==> src/rtl/gf_inverter_if.sv <==
// gf_inverter_if: operand/result valid-ready bus for the GF(2^8) inverter.
interface gf_inverter_if;
  logic       in_valid;
  logic       in_ready;
  logic [8:1] ai;
  logic [8:1] gi;
  logic       out_valid;
  logic       out_ready;
  logic [8:1] ro;
  logic       zero;
  logic       chk_err;
  modport master (output in_valid, ai, gi, out_ready, input in_ready, out_valid, ro, zero, chk_err);
  modport slave  (input in_valid, ai, gi, out_ready, output in_ready, out_valid, ro, zero, chk_err);
endinterface

==> src/rtl/gf_inverter.sv <==
// gf_inverter: sequential GF(2^8) inverse a^254 via square-and-multiply on a bit-serial MSB-first multiplier.
// Optional self-check of A*R == 1 enabled by macro GF_INV_CHECK_EN.
module gf_inverter #(
  parameter int MUL_BITS = 1
) (
  input  logic           clk,
  input  logic           rst,
  gf_inverter_if.slave   io
);
  localparam int C = 8 / MUL_BITS;
  typedef enum logic [2:0] {
    IDLE, SQR, MUL, DONE
`ifdef GF_INV_CHECK_EN
    , CHK
`endif
  } state_t;
`ifdef GF_INV_CHECK_EN
  localparam state_t FIN = CHK;
`else
  localparam state_t FIN = DONE;
`endif
  state_t     state_q, state_d;
  logic [8:1] a_q, g_q, r_q, p_q, p_d, x, m;
  logic [2:0] cnt_q, k_q;
  logic       last, busy, done;
`ifdef GF_INV_CHECK_EN
  logic       chk_q;
`endif
  assign last = cnt_q == 3'(C - 1);
  assign busy = !(state_q == IDLE || state_q == DONE);
  assign done = state_q == DONE;
  // Horner evaluation: each step doubles P mod g and adds X for the next multiplier bit of R
  always_comb begin
    x = (state_q == SQR) ? r_q : a_q;
    m = r_q << (cnt_q * MUL_BITS);
    p_d = p_q;
    for (int j = 0; j < MUL_BITS; j++) begin
      p_d = {p_d[7:1], 1'b0} ^ (p_d[8] ? g_q : 8'h00) ^ (m[8] ? x : 8'h00);
      m = {m[7:1], 1'b0};
    end
  end
  always_ff @(posedge clk) begin
    if (rst) begin
      state_q <= IDLE;
      a_q     <= '0;
      g_q     <= '0;
      r_q     <= '0;
      p_q     <= '0;
      cnt_q   <= '0;
      k_q     <= '0;
`ifdef GF_INV_CHECK_EN
      chk_q   <= 1'b0;
`endif
    end else begin
      state_q <= state_d;
      if (state_q == IDLE && io.in_valid) begin
        a_q   <= io.ai;
        g_q   <= io.gi;
        r_q   <= io.ai;
        p_q   <= '0;
        cnt_q <= '0;
        k_q   <= '0;
`ifdef GF_INV_CHECK_EN
        chk_q <= 1'b0;
`endif
      end else if (busy) begin
        cnt_q <= last ? 3'd0 : cnt_q + 3'd1;
        p_q   <= last ? 8'h00 : p_d;
        if (last && (state_q == SQR || state_q == MUL)) r_q <= p_d;
        if (last && state_q == MUL) k_q <= k_q + 3'd1;
`ifdef GF_INV_CHECK_EN
        if (last && state_q == CHK) chk_q <= (p_d != 8'h01) && (a_q != 8'h00);
`endif
      end
    end
  end
  always_comb begin
    state_d = state_q;
    case (state_q)
      IDLE:    state_d = io.in_valid ? SQR : IDLE;
      SQR:     state_d = !last ? SQR : (k_q == 3'd6) ? FIN : MUL;
      MUL:     state_d = last ? SQR : MUL;
`ifdef GF_INV_CHECK_EN
      CHK:     state_d = last ? DONE : CHK;
`endif
      DONE:    state_d = io.out_ready ? IDLE : DONE;
      default: state_d = IDLE;
    endcase
  end
  always_comb begin
    io.in_ready  = state_q == IDLE;
    io.out_valid = done;
    io.ro        = done ? r_q : 8'h00;
    io.zero      = done && (a_q == 8'h00);
`ifdef GF_INV_CHECK_EN
    io.chk_err   = done && chk_q;
`else
    io.chk_err   = 1'b0;
`endif
  end
endmodule

==> src/flat_wrapper.sv <==
// flat-port wrapper written by rule: the top's interface ports become plain ports
module gf_inverter_flat 
#(
  parameter int MUL_BITS = 1
)
  (clk, rst, io_in_valid, io_ai, io_gi, io_out_ready, io_in_ready, io_out_valid, io_ro, io_zero, io_chk_err);
  gf_inverter_if io_i ();
  input  logic clk;
  input  logic rst;
  input wire logic [$bits(io_i.in_valid)-1:0] io_in_valid;
  input wire logic [$bits(io_i.ai)-1:0] io_ai;
  input wire logic [$bits(io_i.gi)-1:0] io_gi;
  input wire logic [$bits(io_i.out_ready)-1:0] io_out_ready;
  output wire logic [$bits(io_i.in_ready)-1:0] io_in_ready;
  output wire logic [$bits(io_i.out_valid)-1:0] io_out_valid;
  output wire logic [$bits(io_i.ro)-1:0] io_ro;
  output wire logic [$bits(io_i.zero)-1:0] io_zero;
  output wire logic [$bits(io_i.chk_err)-1:0] io_chk_err;
  assign io_i.in_valid = io_in_valid;
  assign io_i.ai = io_ai;
  assign io_i.gi = io_gi;
  assign io_i.out_ready = io_out_ready;
  assign io_in_ready = io_i.in_ready;
  assign io_out_valid = io_i.out_valid;
  assign io_ro = io_i.ro;
  assign io_zero = io_i.zero;
  assign io_chk_err = io_i.chk_err;
  gf_inverter #(.MUL_BITS(MUL_BITS)) u_core (.clk(clk), .rst(rst), .io(io_i));
endmodule
==> config.mk <==
export PLATFORM = sky130hd
export DESIGN_NAME = gf_inverter_flat
export DESIGN_NICKNAME = d
export VERILOG_FILES = /design/src/rtl/gf_inverter_if.sv /design/src/rtl/gf_inverter.sv /design/src/flat_wrapper.sv
export SDC_FILE = /design/constraint.sdc
export NUM_CORES = 1
export LEC_CHECK = 0
export CAP_MARGIN = 40
export CORE_MARGIN = 3
export CORE_UTILIZATION = 59
export DETAILED_ROUTE_END_ITERATION = 8
export GPL_TIMING_DRIVEN = 0
export PLACE_DENSITY = 0.93
export SLEW_MARGIN = 40
export SYNTH_ARGS = -nofsm -noshare
export SYNTH_HDL_FRONTEND = slang
export SYNTH_SLANG_ARGS = --single-unit
==> constraint.sdc <==
create_clock -name clk -period 4.4 [get_ports clk]
set_input_delay 0.66 -clock clk [delete_from_list [all_inputs] [get_ports clk]]
set_output_delay 0.66 -clock clk [all_outputs]
set_load 0.01 [all_outputs]
==> impl_results.md, run 1 <==
- Chip height: 70.28 um
- R2R setup slack: 2.08 ns
- Leading cell types in the layout, fill and taps excluded: dfxtp_1, nand2_1, clkdlybuf4s50_1
- Most common cell after layout, fill and taps aside: dfxtp_1
- Syn avg cell area: 8.582 um2
- WP data arrival: between 2 and 2.5 ns
- CP Class: reg -> out
- Filler cell count: 294
- CTS H-tree lvls: 2
- Post-synth top area share: 0.3285
- Fin util: 0.7515
- Cts repair resizes: 0
- Final setup vio count: 0
- Power Total: 0.0007857 W
- Core Area: 3826 um2
- Crit path launch type: flop
- Clock tree buffer depth: 2
- Setup crit start: u_core.state_q[0]
- DP HPWL: 4.613 mm
- Max Freq: approximately 350 MHz
- Placer congestion estimate: between 0.9 and 1
- Initial antenna violation count: 0
- Synth top area cells: dfxtp_1, mux2i_1, nand2_1, ha_1, a21oi_1
- Total wire length: 6.261 mm
- Vias in the first global route: 2235
- CTS tree: yes
- Yosys warnings: 0
- EDFF count, synth: 0
- Setup repair bufs after CTS: 0
- Worst Hold Class: reg -> reg
- Seq cells post-synth: 40
- Setup TNS: 0 ns
- Crit path max fanout: 10
- # clock sinks: 40
- Crit end category: output port
- # IOs: 32
- Number of core rows: 22
- Post-CTS Hold Fix Bufs: 0
- Cells after DPL: 362
- Worst Path Buf+Inv: 2
- RSZ-0062 raised after global routing: no
- Diode count: 0
- Gr usage total: 0.2656
- NumNets Final: between 300 and 400
- Starting Density: 0.6370
- PortBufs: 30
- ANT nets after route: 0
- R2R Path Start: u_core.state_q[0]
- Maximum VDD drop: ~0.23 mV
- Cell type with the highest aggregate area in the netlist: dfxtp_1
- Worst-Margin Slew: 0.6723 ns
- Clk root buf: clkbuf_8
- Synth-to-layout area growth: 17.97%
- GR Overflow Total: 0
- Wire per inst: 16.97 um
- CP max stage cell: clkdlybuf4s50_1
- First-pass GRT wire length: 10.61 mm
- Tmin final: 2.880 ns
- Routed vias: 2306
- Crit path cell chain: ha_1 > clkbuf_1 > nand3b_1 > nor4_1 > clkdlybuf4s50_1
- Status: completed
- Syn Std Cell Area: around 2400 um2
- Slew Limit Fails: 0
- Post-Syn Nets: 313
- Syn Inst Count: 284
- Slew margin rel.: 0.5502
- PD cells: 273.3 nW/um2
- Die Span X: 70.28 um
- Pin count of the biggest net entering global routing: 12
- Yosys cell types: 42
- Die ar.: 4939 um2
- Min-delay src: u_core.g_q[1]
- CP peak stage delay: 0.61 ns
- Non-filler cells in the finished layout: ~370
- Crit path max-delay family: buffers and inverters
- CP required: ~3.7 ns
- Clock Skew: 0.01118 ns
- Clock buffer count from CTS: 5
- Asr flop ratio synth: 0
- Vias per cell: 6.249
- Endpoints failing hold: 0
- Clock Latency Late Sink: around 0.29 ns
- Top_reg_cell synth: dfxtp_1
- Sequential cell area fraction in the yosys report: 0.3285
- DRC: 0
- Leakage power: 1.083 nW
- Multi-input logic area: 1528 um2
- Storage element area: 800.8 um2
- Iter 0 DRT Violations: about 230
- Drt pass-1 iters: 5
- Worst-path clk slew: 0.08 ns
- Max_cap viols: 0
- Share of layout cells above drive strength 1: 0.09657
- Tcrit/Tclk final: 0.6546
==> layer usage <==
metal	wire [um]	share of wire	track usage
met4	123	0.020	0.07021
met2	2881	0.46	0.4366
met3	546	0.087	0.05324
met5	0	0	0
met1	2710	0.43	0.3531
==> cell usage after synthesis (2+ instances only) <==
library cell  instances
a21boi_0              8
a21oi_1              18
a311o_1               7
a32o_1                7
and2_1               10
and3b_1               7
buf_2                 2
buf_6                 2
clkbuf_1             13
dfxtp_1              40
ha_1                  9
inv_1                 4
mux2_2                7
mux2i_1              19
mux4_2                2
nand2_1              39
nand2b_1              3
nand3b_1              2
nor2_1               23
nor3_1                7
nor4_1                3
o211ai_1              7
o21ai_0              14
or3_1                 7
or3b_2                7
==> logic make-up after synthesis <==
group,synth area share
buffers and inverters,0.04466
AO/OA/AOI/OAI,0.1935
AND/OR/NAND/NOR,0.2402
other,0.001539
flip-flops,0.3285
adder cells (fa/ha/maj),0.04620
XOR/XNOR,0.007188
multiplexers,0.1381
==> tightest hold or removal path: stages (launching register included) <==
cell and delay [ns]:
dfxtp_1 0.31, nand2_1 0.05, a21oi_1 0.06
==> stage by stage <==
stage / cell area, um2 / hold slack [ns] / setup WS [ns]
floorplan: 2437 / 0.4317 / 2.443
global placement: 2798 / 0.4453 / 1.729
detailed placement: 2798 / 0.4659 / 1.654
CTS: 2875 / 0.4759 / 1.545
global route: 2875 / 0.4982 / 1.461
finish: 2875 / 0.4686 / 1.520
==> power breakdown <==
group	switching [W]	leakage [nW]	internal [W]
Combinational	0.0000819	0.714	0.0000685
Sequential	0.0000207	0.327	0.000381
Clock	0.000126	0.0410	0.000108
==> flip-flops by register name (all words and copies together), names as in the netlist <==
name / flops
u_core.a_q: 8
u_core.g_q: 8
u_core.p_q: 8
u_core.r_q: 8
u_core.cnt_q: 3
u_core.k_q: 3
u_core.state_q: 2
==> worst paths after layout <==
check | cells past startpoint | to
worst max register to register | 8 | u_core.r_q[6]
worst min register to register | 2 | u_core.g_q[1]
worst max-delay path | 5 | io_zero
worst min-delay path | 2 | u_core.g_q[1]
==> area by class of cell <==
class / instances / share of cell area
Multi-Input combinational cell: 221 / 0.5313
Tap cell: 48 / 0.02089
Inverter: 4 / 0.005222
Sequential cell: 40 / 0.2785
Clock inverter: 1 / 0.001741
Buffer: 19 / 0.03264
Timing Repair Buffer: 30 / 0.1044
Clock buffer: 6 / 0.02524
Note: power is estimated with default switching activity, not from simulation.
==> run 2, diff against run 1 <==
- CORE_UTILIZATION: 59 -> 55
- PLACE_DENSITY: 0.93 -> 0.88
- clock period: 4.4 -> 2.8 ns (I/O delays scaled with it)
==> impl_results.md, run 2 (synthesized netlist as in run 1, its figures left out) <==
- Status: completed
- Worst Hold Class: reg -> reg
- Gr usage total: 0.2629 (-0.002695)
- WP data arrival: 2.04 ns (-0.18 ns)
- # clock sinks: 40 (unchanged)
- RSZ-0062 raised after global routing: no
- Hold Path Stages: 2 (unchanged)
- R2R setup slack: 0.47 ns (-1.61 ns)
- Vias in the first global route: 2280 (+2.0%)
- Diode count: 0 (unchanged)
- Chip height: 72.57 um (+3.3%)
- Clock Latency Late Sink: 0.30 ns (about the same)
- CTS tree: yes
- Final setup vio count: 0 (unchanged)
- CP peak stage delay: 0.58 ns (-0.03 ns)
- Reg2reg end: u_core.a_q[7]
- First-pass GRT wire length: 10.80 mm (+1.8%)
- Maximum VDD drop: 0.3407 mV (+47%)
- Leading cell types in the layout, fill and taps excluded: dfxtp_1, nand2_1, clkdlybuf4s50_1
- Share of layout cells above drive strength 1: 0.09718 (+0.0006055)
- PortBufs: 30 (unchanged)
- Max Freq: around 400 MHz
- R2R Path Start: u_core.state_q[0]
- Crit end category: output port
- NumNets Final: 350 (unchanged)
- DRC: 0 (unchanged)
- DP HPWL: 4.625 mm (+0.27%)
- Synth-to-layout area growth: 17.76%
- Clock tree buffer depth: 2 (unchanged)
- CP Class: reg -> out
- Placer congestion estimate: 0.9238 (-1.5%)
- Slew Limit Fails: 0 (unchanged)
- Tmin final: between 2 and 2.5 ns
- Iter 0 DRT Violations: 241 (+4.3%)
- Pin count of the biggest net entering global routing: 11 (-1)
- Number of core rows: 23 (+4.5%)
- Die ar.: 5266 um2 (+6.6%)
- Min-delay src: u_core.g_q[1]
- ANT nets after route: 0 (unchanged)
- Starting Density: 0.5882 (-0.04885)
- CTS H-tree lvls: 2 (unchanged)
- Leakage power: 1.081 nW (-0.15%)
- Drt pass-1 iters: 5 (unchanged)
- Slew margin rel.: 0.4781 (-0.07203)
- R2R cell count: 8 (unchanged)
- Clock buffer count from CTS: 5 (unchanged)
- Post-CTS Hold Fix Bufs: 0 (unchanged)
- Most common cell after layout, fill and taps aside: dfxtp_1
- Crit path cell chain: ha_1 > clkbuf_2 > nand3b_1 > nor4_1 > clkdlybuf4s50_1
- Total wire length: 6.534 mm (+4.4%)
- CP max stage cell: clkdlybuf4s50_1
- Endpoints failing hold: 0 (unchanged)
- Cts repair resizes: 0 (unchanged)
- Initial antenna violation count: 0 (unchanged)
- Crit path max fanout: 10 (unchanged)
- Fin util: 0.6926 (-0.05884)
- Vias per cell: 6.480 (+3.7%)
- Routed vias: 2391 (+3.7%)
- WHS Endpoint: u_core.g_q[1]
- Setup repair bufs after CTS: 0 (unchanged)
- Clk root buf: clkbuf_8
- CP required: 2.38 ns (-1.36 ns)
- PD cells: 428.1 nW/um2 (+57%)
- Worst-Margin Slew: 0.7799 ns (+0.1076 ns)
- Wire per inst: 17.71 um (+4.4%)
- # IOs: 32 (unchanged)
- Setup TNS: 0 ns (unchanged)
- Max_cap viols: 0 (unchanged)
- Clock Skew: 0.009419 ns (-0.001757 ns)
- Tcrit/Tclk final: 0.8779
- GR Overflow Total: 0 (unchanged)
- Die Span X: 72.57 um (+3.3%)
- Core Area: 4144 um2 (+8.3%)
- Crit path launch type: flop
- Fin Hold WS: 0.4645 ns (-0.004081 ns)
- Worst-path clk slew: 0.07 ns (about the same)
[run 2: changes by cell type in the layout (fill, tap and decap cells not counted)]
cell and delta:
clkbuf_2 +1, clkbuf_1 -2, clkinv_2 -1
[run 2: per-layer routing]
layer,GRT usage,part of all wire,routed length [um],up-vias
met5,0,0,0,-
met4,0.09631,0.021,138,0
met3,0.06887,0.089,581,25
met2,0.4369,0.48,3125,127
met1,0.3265,0.41,2689,1139
li1,-,-,-,1100
[run 2: worst max-delay path, delay by kind of cell, from the launching register on]
family | cells | cell delay [ns]
buffers and inverters | 2 | 0.80
DFF | 1 | 0.37
and+or+nand+nor | 2 | 0.34
adders and majority gates | 1 | 0.22
[run 2: cell type report]
type	count	area [um2]
well taps	50	62.56
clock buffers	5	68.82
plain buffers	19	95.09
fillers	348	1274
inverters	4	15.01
repair buffers	30	300.3
multi-input cells	221	1528
flip-flops and latches	40	800.8
[run 2: worst max path at each step]
| stage | start | to | depth (start not counted) |
|---|---|---|---|
| floorplan | u_core.state_q[0] | u_core.r_q[2] | 8 |
| CTS | u_core.state_q[0] | io_zero | 5 |
| global placement | io_in_valid | u_core.g_q[5] | 7 |
| global route | u_core.state_q[0] | io_zero | 5 |
| finish | u_core.state_q[0] | io_zero | 5 |
| detailed placement | io_in_valid | u_core.g_q[4] | 7 |
[run 2: metrics by stage]
step	cells	total power, W	instance area (um2)	worst slack (ns)
5_1_grt	369	0.001272	2870	0.1596
3_3_place_gp	364	0.0008647	2800	0.3427
3_5_place_dp	364	0.0008737	2800	0.2665
6_report	369	0.001229	2870	0.3420
4_1_cts	369	0.001217	2869	0.2059
2_1_floorplan	284	0.0007887	2437	0.8430
[run 2: power by group]
group          internal (W)  total (W)  switching [W]
clock network      0.000161   0.000359       0.000198
registers          0.000598   0.000630      0.0000321
logic              0.000108   0.000239       0.000132
total              0.000867    0.00123       0.000362
